**src/rtl/remote_comm_pkg.sv**
```systemverilog
`default_nettype none
// ============================================================================
//  Module      : remote_comm_pkg
//  Description : Shared types and constants for the remote-control command
//                link: controller state encoding, acknowledge byte values
//                and a width helper for parametrised counters.
//  Revision    : 1.0 - initial release
// ============================================================================
package remote_comm_pkg;

    // Controller states
    typedef enum logic [1:0] {
        ST_IDLE = 2'd0,
        ST_TX   = 2'd1,
        ST_RESP = 2'd2
    } state_t;

    // Response byte values understood by the remote end
    localparam logic [7:0] C_ACK_BYTE  = 8'hA5;
    localparam logic [7:0] C_NACK_BYTE = 8'h5A;

    // Bits needed to hold n distinct values, never less than one bit
    function automatic int unsigned width_min1(input int unsigned n);
        return (n <= 2) ? 1 : $clog2(n);
    endfunction

endpackage
`default_nettype wire

```
**src/rtl/remote_cmd_ctrl_if.sv**
```systemverilog
`default_nettype none
// ============================================================================
//  Module      : remote_cmd_ctrl_if
//  Description : Byte-level handshake between the command controller and the
//                UART transceiver (transmit start/done, receive ready/clear).
//  Revision    : 1.0 - initial release
// ============================================================================
interface remote_cmd_ctrl_if;

    logic       trmt;
    logic [7:0] tx_data;
    logic       tx_done;
    logic       rx_rdy;
    logic [7:0] rx_data;
    logic       clr_rx_rdy;

    // Controller side
    modport master (
        output trmt,
        output tx_data,
        output clr_rx_rdy,
        input  tx_done,
        input  rx_rdy,
        input  rx_data
    );

    // Transceiver side
    modport slave (
        input  trmt,
        input  tx_data,
        input  clr_rx_rdy,
        output tx_done,
        output rx_rdy,
        output rx_data
    );

endinterface
`default_nettype wire

```
**src/rtl/resp_timer.sv**
```systemverilog
`default_nettype none
// ============================================================================
//  Module      : resp_timer
//  Description : Response-wait timer. Cleared on load, counts while enabled
//                and flags expiry in the cycle its count reaches
//                TIMEOUT_CYC-1. TIMEOUT_CYC of zero never expires.
//  Revision    : 1.0 - initial release
// ============================================================================
module resp_timer
    import remote_comm_pkg::*;
#(
    parameter int TIMEOUT_CYC = 1_000_000
) (
    input  logic clk,
    input  logic rst_n,
    input  logic clear,
    input  logic enable,
    output logic expire
);

    generate
        if (TIMEOUT_CYC > 0) begin : g_finite
            localparam int               CNT_W    = width_min1(TIMEOUT_CYC + 1);
            localparam logic [CNT_W-1:0] CNT_LAST = CNT_W'(TIMEOUT_CYC - 1);

            logic [CNT_W-1:0] r_count;

            // Wait counter: cleared on load, advances once per enabled cycle
            always_ff @(posedge clk) begin
                if (!rst_n || clear) begin
                    r_count <= '0;
                end else if (enable) begin
                    r_count <= r_count + 1'b1;
                end
            end

            assign expire = enable && (r_count == CNT_LAST);
        end else begin : g_forever
            assign expire = 1'b0;
        end
    endgenerate

endmodule
`default_nettype wire

```
**src/rtl/remote_cmd_ctrl.sv**
```systemverilog
`default_nettype none
// ============================================================================
//  Module      : remote_cmd_ctrl
//  Description : Multi-byte command transmitter with response tracking.
//                Sends an N-byte command MSB-first over the transceiver
//                byte handshake, waits for a one-byte response and resends
//                the whole command on timeout up to MAX_RETRY times.
//  Revision    : 1.0 - initial release
// ============================================================================
module remote_cmd_ctrl
    import remote_comm_pkg::*;
#(
    parameter int         NUM_BYTES   = 2,
    parameter int         TIMEOUT_CYC = 1_000_000,
    parameter int         MAX_RETRY   = 2,
    parameter logic [7:0] ACK_BYTE    = C_ACK_BYTE
) (
    input  logic                                  clk,
    input  logic                                  rst_n,
    input  logic                                  send_cmd,
    input  logic [8*NUM_BYTES-1:0]                cmd,
    output logic                                  busy,
    output logic                                  cmd_sent,
    output logic                                  resp_rdy,
    output logic [7:0]                            resp,
    output logic                                  ack_ok,
    output logic                                  timeout_err,
    output logic [width_min1(MAX_RETRY + 1)-1:0]  retry_cnt,
    remote_cmd_ctrl_if.master                     uart
);

    localparam int               CMD_W    = 8 * NUM_BYTES;
    localparam int               IDX_W    = width_min1(NUM_BYTES);
    localparam int               RTY_W    = width_min1(MAX_RETRY + 1);
    localparam logic [IDX_W-1:0] IDX_LAST = IDX_W'(NUM_BYTES - 1);
    localparam logic [RTY_W-1:0] RTY_MAX  = RTY_W'(MAX_RETRY);

    state_t             r_state;
    state_t             w_state_nxt;

    logic [CMD_W-1:0]   r_cmd_hold;
    logic [CMD_W-1:0]   r_shreg;
    logic [CMD_W-1:0]   w_shreg_adv;
    logic [IDX_W-1:0]   r_byte_idx;
    logic [RTY_W-1:0]   r_retry_cnt;

    logic               r_cmd_sent;
    logic               r_resp_rdy;
    logic [7:0]         r_resp;
    logic               r_ack_ok;
    logic               r_timeout_err;

    logic               w_start;
    logic               w_advance;
    logic               w_last_done;
    logic               w_capture;
    logic               w_retry;
    logic               w_give_up;
    logic               w_trmt;
    logic               w_clr_rx;
    logic [7:0]         w_tx_data;
    logic               w_timer_en;
    logic               w_timer_expire;

    assign w_timer_en = (r_state == ST_RESP);

    resp_timer #(
        .TIMEOUT_CYC (TIMEOUT_CYC)
    ) u_resp_timer (
        .clk    (clk),
        .rst_n  (rst_n),
        .clear  (w_last_done),
        .enable (w_timer_en),
        .expire (w_timer_expire)
    );

    // State register
    always_ff @(posedge clk) begin
        if (!rst_n) begin
            r_state <= ST_IDLE;
        end else begin
            r_state <= w_state_nxt;
        end
    end

    // Next state, handshake strobes and the byte presented with each trmt
    always_comb begin
        w_state_nxt = r_state;
        w_start     = 1'b0;
        w_advance   = 1'b0;
        w_last_done = 1'b0;
        w_capture   = 1'b0;
        w_retry     = 1'b0;
        w_give_up   = 1'b0;
        w_trmt      = 1'b0;
        w_clr_rx    = 1'b0;
        w_shreg_adv = r_shreg << 8;
        w_tx_data   = r_shreg[CMD_W-1 -: 8];

        case (r_state)
            ST_IDLE: begin
                // First byte goes out straight from the command input
                w_tx_data = cmd[CMD_W-1 -: 8];
                if (send_cmd) begin
                    w_start     = 1'b1;
                    w_trmt      = 1'b1;
                    w_state_nxt = ST_TX;
                end
            end
            ST_TX: begin
                // Anything received before the command is complete is stale
                w_clr_rx = uart.rx_rdy;
                if (uart.tx_done) begin
                    if (r_byte_idx == IDX_LAST) begin
                        w_last_done = 1'b1;
                        w_state_nxt = ST_RESP;
                    end else begin
                        w_advance = 1'b1;
                        w_trmt    = 1'b1;
                        w_tx_data = w_shreg_adv[CMD_W-1 -: 8];
                    end
                end
            end
            ST_RESP: begin
                // A retry restarts from the held copy of the command
                w_tx_data = r_cmd_hold[CMD_W-1 -: 8];
                if (uart.rx_rdy) begin
                    w_capture   = 1'b1;
                    w_clr_rx    = 1'b1;
                    w_state_nxt = ST_IDLE;
                end else if (w_timer_expire) begin
                    if (r_retry_cnt < RTY_MAX) begin
                        w_retry     = 1'b1;
                        w_trmt      = 1'b1;
                        w_state_nxt = ST_TX;
                    end else begin
                        w_give_up   = 1'b1;
                        w_state_nxt = ST_IDLE;
                    end
                end
            end
            default: begin
                w_state_nxt = ST_IDLE;
            end
        endcase

        // No handshake activity while reset is held
        if (!rst_n) begin
            w_trmt   = 1'b0;
            w_clr_rx = 1'b0;
        end
    end

    // Command shift register, byte index and retry counter
    always_ff @(posedge clk) begin
        if (!rst_n) begin
            r_cmd_hold  <= '0;
            r_shreg     <= '0;
            r_byte_idx  <= '0;
            r_retry_cnt <= '0;
        end else if (w_start) begin
            r_cmd_hold  <= cmd;
            r_shreg     <= cmd;
            r_byte_idx  <= '0;
            r_retry_cnt <= '0;
        end else if (w_advance) begin
            r_shreg     <= w_shreg_adv;
            r_byte_idx  <= r_byte_idx + 1'b1;
        end else if (w_retry) begin
            r_shreg     <= r_cmd_hold;
            r_byte_idx  <= '0;
            r_retry_cnt <= r_retry_cnt + 1'b1;
        end
    end

    // Sticky status flags and captured response
    always_ff @(posedge clk) begin
        if (!rst_n) begin
            r_cmd_sent    <= 1'b0;
            r_resp_rdy    <= 1'b0;
            r_resp        <= 8'h00;
            r_ack_ok      <= 1'b0;
            r_timeout_err <= 1'b0;
        end else begin
            if (w_start) begin
                r_cmd_sent    <= 1'b0;
                r_resp_rdy    <= 1'b0;
                r_ack_ok      <= 1'b0;
                r_timeout_err <= 1'b0;
            end
            if (w_last_done) begin
                r_cmd_sent <= 1'b1;
            end
            if (w_retry) begin
                r_cmd_sent <= 1'b0;
            end
            if (w_capture) begin
                r_resp     <= uart.rx_data;
                r_ack_ok   <= (uart.rx_data == ACK_BYTE);
                r_resp_rdy <= 1'b1;
            end
            if (w_give_up) begin
                r_timeout_err <= 1'b1;
            end
        end
    end

    assign busy            = (r_state != ST_IDLE);
    assign cmd_sent        = r_cmd_sent;
    assign resp_rdy        = r_resp_rdy;
    assign resp            = r_resp;
    assign ack_ok          = r_ack_ok;
    assign timeout_err     = r_timeout_err;
    assign retry_cnt       = r_retry_cnt;

    assign uart.trmt       = w_trmt;
    assign uart.tx_data    = w_tx_data;
    assign uart.clr_rx_rdy = w_clr_rx;

endmodule
`default_nettype wire

```
**src/flat_wrapper.sv**
```systemverilog
// flat-port wrapper written by rule: the top's interface ports become plain ports
module remote_cmd_ctrl_flat import remote_comm_pkg::*;
#(
    parameter int         NUM_BYTES   = 2,
    parameter int         TIMEOUT_CYC = 1_000_000,
    parameter int         MAX_RETRY   = 2,
    parameter logic [7:0] ACK_BYTE    = C_ACK_BYTE
)
  (clk, rst_n, send_cmd, cmd, busy, cmd_sent, resp_rdy, resp, ack_ok, timeout_err, retry_cnt, uart_trmt, uart_tx_data, uart_clr_rx_rdy, uart_tx_done, uart_rx_rdy, uart_rx_data);
  remote_cmd_ctrl_if uart_i ();
  input  logic clk;
  input  logic rst_n;
  input  logic send_cmd;
  input  logic [8*NUM_BYTES-1:0] cmd;
  output logic busy;
  output logic cmd_sent;
  output logic resp_rdy;
  output logic [7:0] resp;
  output logic ack_ok;
  output logic timeout_err;
  output logic [width_min1(MAX_RETRY + 1)-1:0] retry_cnt;
  output wire logic [$bits(uart_i.trmt)-1:0] uart_trmt;
  output wire logic [$bits(uart_i.tx_data)-1:0] uart_tx_data;
  output wire logic [$bits(uart_i.clr_rx_rdy)-1:0] uart_clr_rx_rdy;
  input wire logic [$bits(uart_i.tx_done)-1:0] uart_tx_done;
  input wire logic [$bits(uart_i.rx_rdy)-1:0] uart_rx_rdy;
  input wire logic [$bits(uart_i.rx_data)-1:0] uart_rx_data;
  assign uart_trmt = uart_i.trmt;
  assign uart_tx_data = uart_i.tx_data;
  assign uart_clr_rx_rdy = uart_i.clr_rx_rdy;
  assign uart_i.tx_done = uart_tx_done;
  assign uart_i.rx_rdy = uart_rx_rdy;
  assign uart_i.rx_data = uart_rx_data;
  remote_cmd_ctrl #(.NUM_BYTES(NUM_BYTES), .TIMEOUT_CYC(TIMEOUT_CYC), .MAX_RETRY(MAX_RETRY), .ACK_BYTE(ACK_BYTE)) u_core (.clk(clk), .rst_n(rst_n), .send_cmd(send_cmd), .cmd(cmd), .busy(busy), .cmd_sent(cmd_sent), .resp_rdy(resp_rdy), .resp(resp), .ack_ok(ack_ok), .timeout_err(timeout_err), .retry_cnt(retry_cnt), .uart(uart_i));
endmodule
```
**config.mk**
```make
export PLATFORM = sky130hd
export DESIGN_NAME = remote_cmd_ctrl_flat
export DESIGN_NICKNAME = d
export VERILOG_FILES = /design/src/rtl/remote_comm_pkg.sv /design/src/rtl/remote_cmd_ctrl_if.sv /design/src/rtl/resp_timer.sv /design/src/rtl/remote_cmd_ctrl.sv /design/src/flat_wrapper.sv
export SDC_FILE = /design/constraint.sdc
export NUM_CORES = 1
export LEC_CHECK = 0
export BUFFER_PORTS_ARGS = -buffer_cell sky130_fd_sc_hd__buf_2
export CORE_UTILIZATION = 61
export DETAILED_ROUTE_END_ITERATION = 10
export GPL_TIMING_DRIVEN = 0
export PLACE_DENSITY_LB_ADDON = 0.05
export SYNTH_ARGS = -nofsm -noshare
export SYNTH_HDL_FRONTEND = slang
export SYNTH_SLANG_ARGS = --single-unit
```
**constraint.sdc**
```tcl
create_clock -name clk -period 3.1 [get_ports clk]
set_input_delay 0 -clock clk [delete_from_list [all_inputs] [get_ports clk]]
set_output_delay 0 -clock clk [all_outputs]
set_load 0.1 [all_outputs]
```
==> metrics.txt <==
outcome complete, no violations; number of DRC markers in iteration 0 a little under 300; synthesized area per cell just over 8 um^2; placement row count 26; met1 WL 4.21 mm; CP dominant cell by count buf_2; commonest non-fill, non-tap cell in the layout nand2_1; Primary FF master, synth dfxtp_1; Final setup viols 0; CTS H-Tree Depth 3; input/output buffers 53; P per Cell Area 663 mW/mm^2; Post-synth EDFFs 0; CTS tree yes; maxcap violations 0; Worst-Margin Slew 0.816 ns; wire length on met3 762 um; Mapped Cells just over 400; clk_skew around 0.007 ns; GR Overflow Total 0; Synth Area in Adders 0.0184; TritonCTS Buffers 9; die area approximately 0.0059 mm^2; worst path required time 3.10 ns; Total GRT Usage 0.327; DR WL/cell around 17 um; sequential share of the synthesized area 0.406; Post-Syn Area approximately 0.0034 mm^2; die span in x around 77 um; slowest stage delay, CP between 0.3 and 0.4 ns; first-pass GRT wire length approximately 15 mm; CP max FO 10; Root Buffer clkbuf_8; synth unique cells 50; post-DP HPWL 6.24 mm; CTS Buffer Depth 2; syn nets 447; largest net degree at the start of global routing 12; Post-Synth XOR/XNOR Area 0.0309; critical path type flop to primary output; Area Growth Syn to Fin 22.9%; Non-Filler Instances 575; setup repair after global routing missed its margin false; main combinational cell family by area after synthesis simple AND/OR/NAND/NOR gates; fin crit period 2.76 ns; Initial Util 0.650; worst path bufs/invs 5; first-pass detailed-route iteration total 6; worst endpoint data arrival time 2.76 ns; complex-gate fraction of the synthesized area 0.194; VDD IR max 0.000526 V; Worst slew margin 0.442; clk slew on worst S/H paths about 0.07 ns; uppermost routed layer met4; Detail Route Antenna Nets 0; nets@finish between 500 and 600; Yosys warning count 0; Leak 0.00170 uW; CTS Sinks roughly 70; Hold Path Class input pin to flop; global placement routability congestion 0.856; Final Cycle Share 0.891; Crit path max-delay family buffers and inverters; CP startpoint kind flop; chip height between 70 and 80 um; Synth async-reset ratio 0; initial antenna violation count 0; placed cells about 540; commonest non-fill, non-tap cells in the layout nand2_1 (76), dfxtp_1 (69), buf_2 (61); Max Freq between 300 and 400 MHz; Core ar. approximately 0.0052 mm^2; hold slack approximately 0.064 ns; setup TNS 0 ns; ANT cells 0; simple-gate area share of the yosys netlist 0.235; DR vias/cell 6.08; # IOs 54; Setup Buffers After CTS 0; crit-path cells inv_1, ha_1, and3b_1, buf_2, nand2b_1, buf_2, a31oi_4, buf_4, nor3_2, buf_2; Met2 Wirelength roughly 4.4 mm; worst skew pair latency between 0.3 and 0.4 ns; via count around 3500; CP max stage cell dfxtp_1; layout cells sized above 1 0.186; Slew Viols, Final 0; vias in the first global route roughly 3200; Yosys reg bits 69; Post-Route WL ~9.6 mm; mux cell area share after synthesis 0.0592; fillcell total roughly 370; CP Capture Type primary output; Post-route DRC 0; Final Hold Viols 0
-- per-stage QoR --
stage	util	power, uW	setup WS (ns)	cell area (um^2)
after detailed placement	0.718	2040	0.766	3760
after floorplan	-	1840	0.407	3410
final	0.798	2770	0.337	4180
after CTS	0.798	2750	0.371	4180
after global routing	0.798	2870	0.188	4180
after global placement	0.718	2020	0.766	3760
-- timing repair --
action / in CTS / in global routing
endpoints found under the hold margin: 33 / 0
endpoints found under the setup margin: 0 / 0
hold buffers: 24 / 0
gates resized for setup: 0 / 0
-- metal layers --
metal / vias up / global-route usage
li1: 1641 / -
met1: 1652 / 0.441
met2: 180 / 0.506
met3: 23 / 0.0583
met4: 0 / 0.152
met5: - / 0
-- registers in the layout (all words and copies together), names as in the netlist --
name / count
u_core.ack_ok: 1
u_core.cmd_sent: 1
u_core.r_byte_idx: 1
u_core.r_cmd_hold: 16
u_core.r_shreg: 16
u_core.r_state: 2
u_core.resp: 8
u_core.resp_rdy: 1
u_core.retry_cnt: 2
u_core.timeout_err: 1
u_core.u_resp_timer.g_finite.r_count: 20
-- cell type report --
class	count	area [um^2]	share of cell area
Timing Repair Buffer	77	505	0.121
Multi-Input combinational cell	298	1830	0.438
Clock inverter	5	52.6	0.0126
Inverter	15	56.3	0.0135
Clock buffer	10	128	0.0305
Sequential cell	69	1380	0.330
Tap cell	70	87.6	0.0209
Buffer	31	138	0.0329
-- report_power, final --
| part | switching, uW | internal, uW | leakage, uW |
|---|---|---|---|
| logic | 723 | 295 | 0.00105 |
| registers | 74.3 | 978 | 0.000561 |
| clock network | 340 | 363 | 0.0000919 |
| total | 1140 | 1640 | 0.00170 |
-- synthesized netlist by cell type, drive strengths merged (2+ instances only) --
master  number  area (um^2)
nor3         7         35.0
nand4b       2         17.5
or3          4         25.0
a21oi       36          180
a221oi       8         70.1
xnor2        7         61.3
xor2         5         43.8
inv         15         56.3
a222oi       8         80.1
a31o         8         70.1
nor2b        2         12.5
a21o         9         67.6
nor4         2         12.5
o31ai        3         22.5
buf         12         66.3
nand2b       4         25.0
and3         5         31.3
mux2i       19          190
nand2       76          285
ha           5         62.6
a31oi        3         33.8
nand3       10         55.1
dfxtp       69         1380
clkbuf      19         71.3
or3b         2         17.5
nor2        26         97.6
and4bb       2         25.0
and2         3         18.8
or4          4         31.3
nand4        7         58.8
o21ai       20          100
-- path summary, 6_finish.rpt --
path / startpoint / endpoint / slack (ns) / depth (start not counted)
worst min-delay path: uart_rx_rdy / u_core.timeout_err / 0.06 / 4
worst max-delay path: u_core.r_state[1] / uart_trmt / 0.34 / 10
worst min register to register: u_core.resp[3] / u_core.resp[3] / 0.45 / 2
worst max register to register: u_core.r_state[1] / u_core.r_shreg[11] / 0.77 / 9
-- cells by family (layout without fill, tap and decap cells) --
| group | after synthesis | in the layout |
|---|---|---|
| compound gates | 99 | 99 |
| flops | 69 | 69 |
| simple gates | 162 | 162 |
| xor+xnor | 12 | 12 |
| fa+ha+maj | 5 | 5 |
| buf+inv | 46 | 138 |
| mux | 20 | 20 |
-- tightest hold or removal path, delay by kind of cell --
| kind | cells | cell delay (ns) |
|---|---|---|
| AND/OR/NAND/NOR | 2 | 0.14 |
| AO/OA/AOI/OAI | 1 | 0.06 |
| buffers and inverters | 1 | 0.15 |
(Power assumes the default switching activity.)
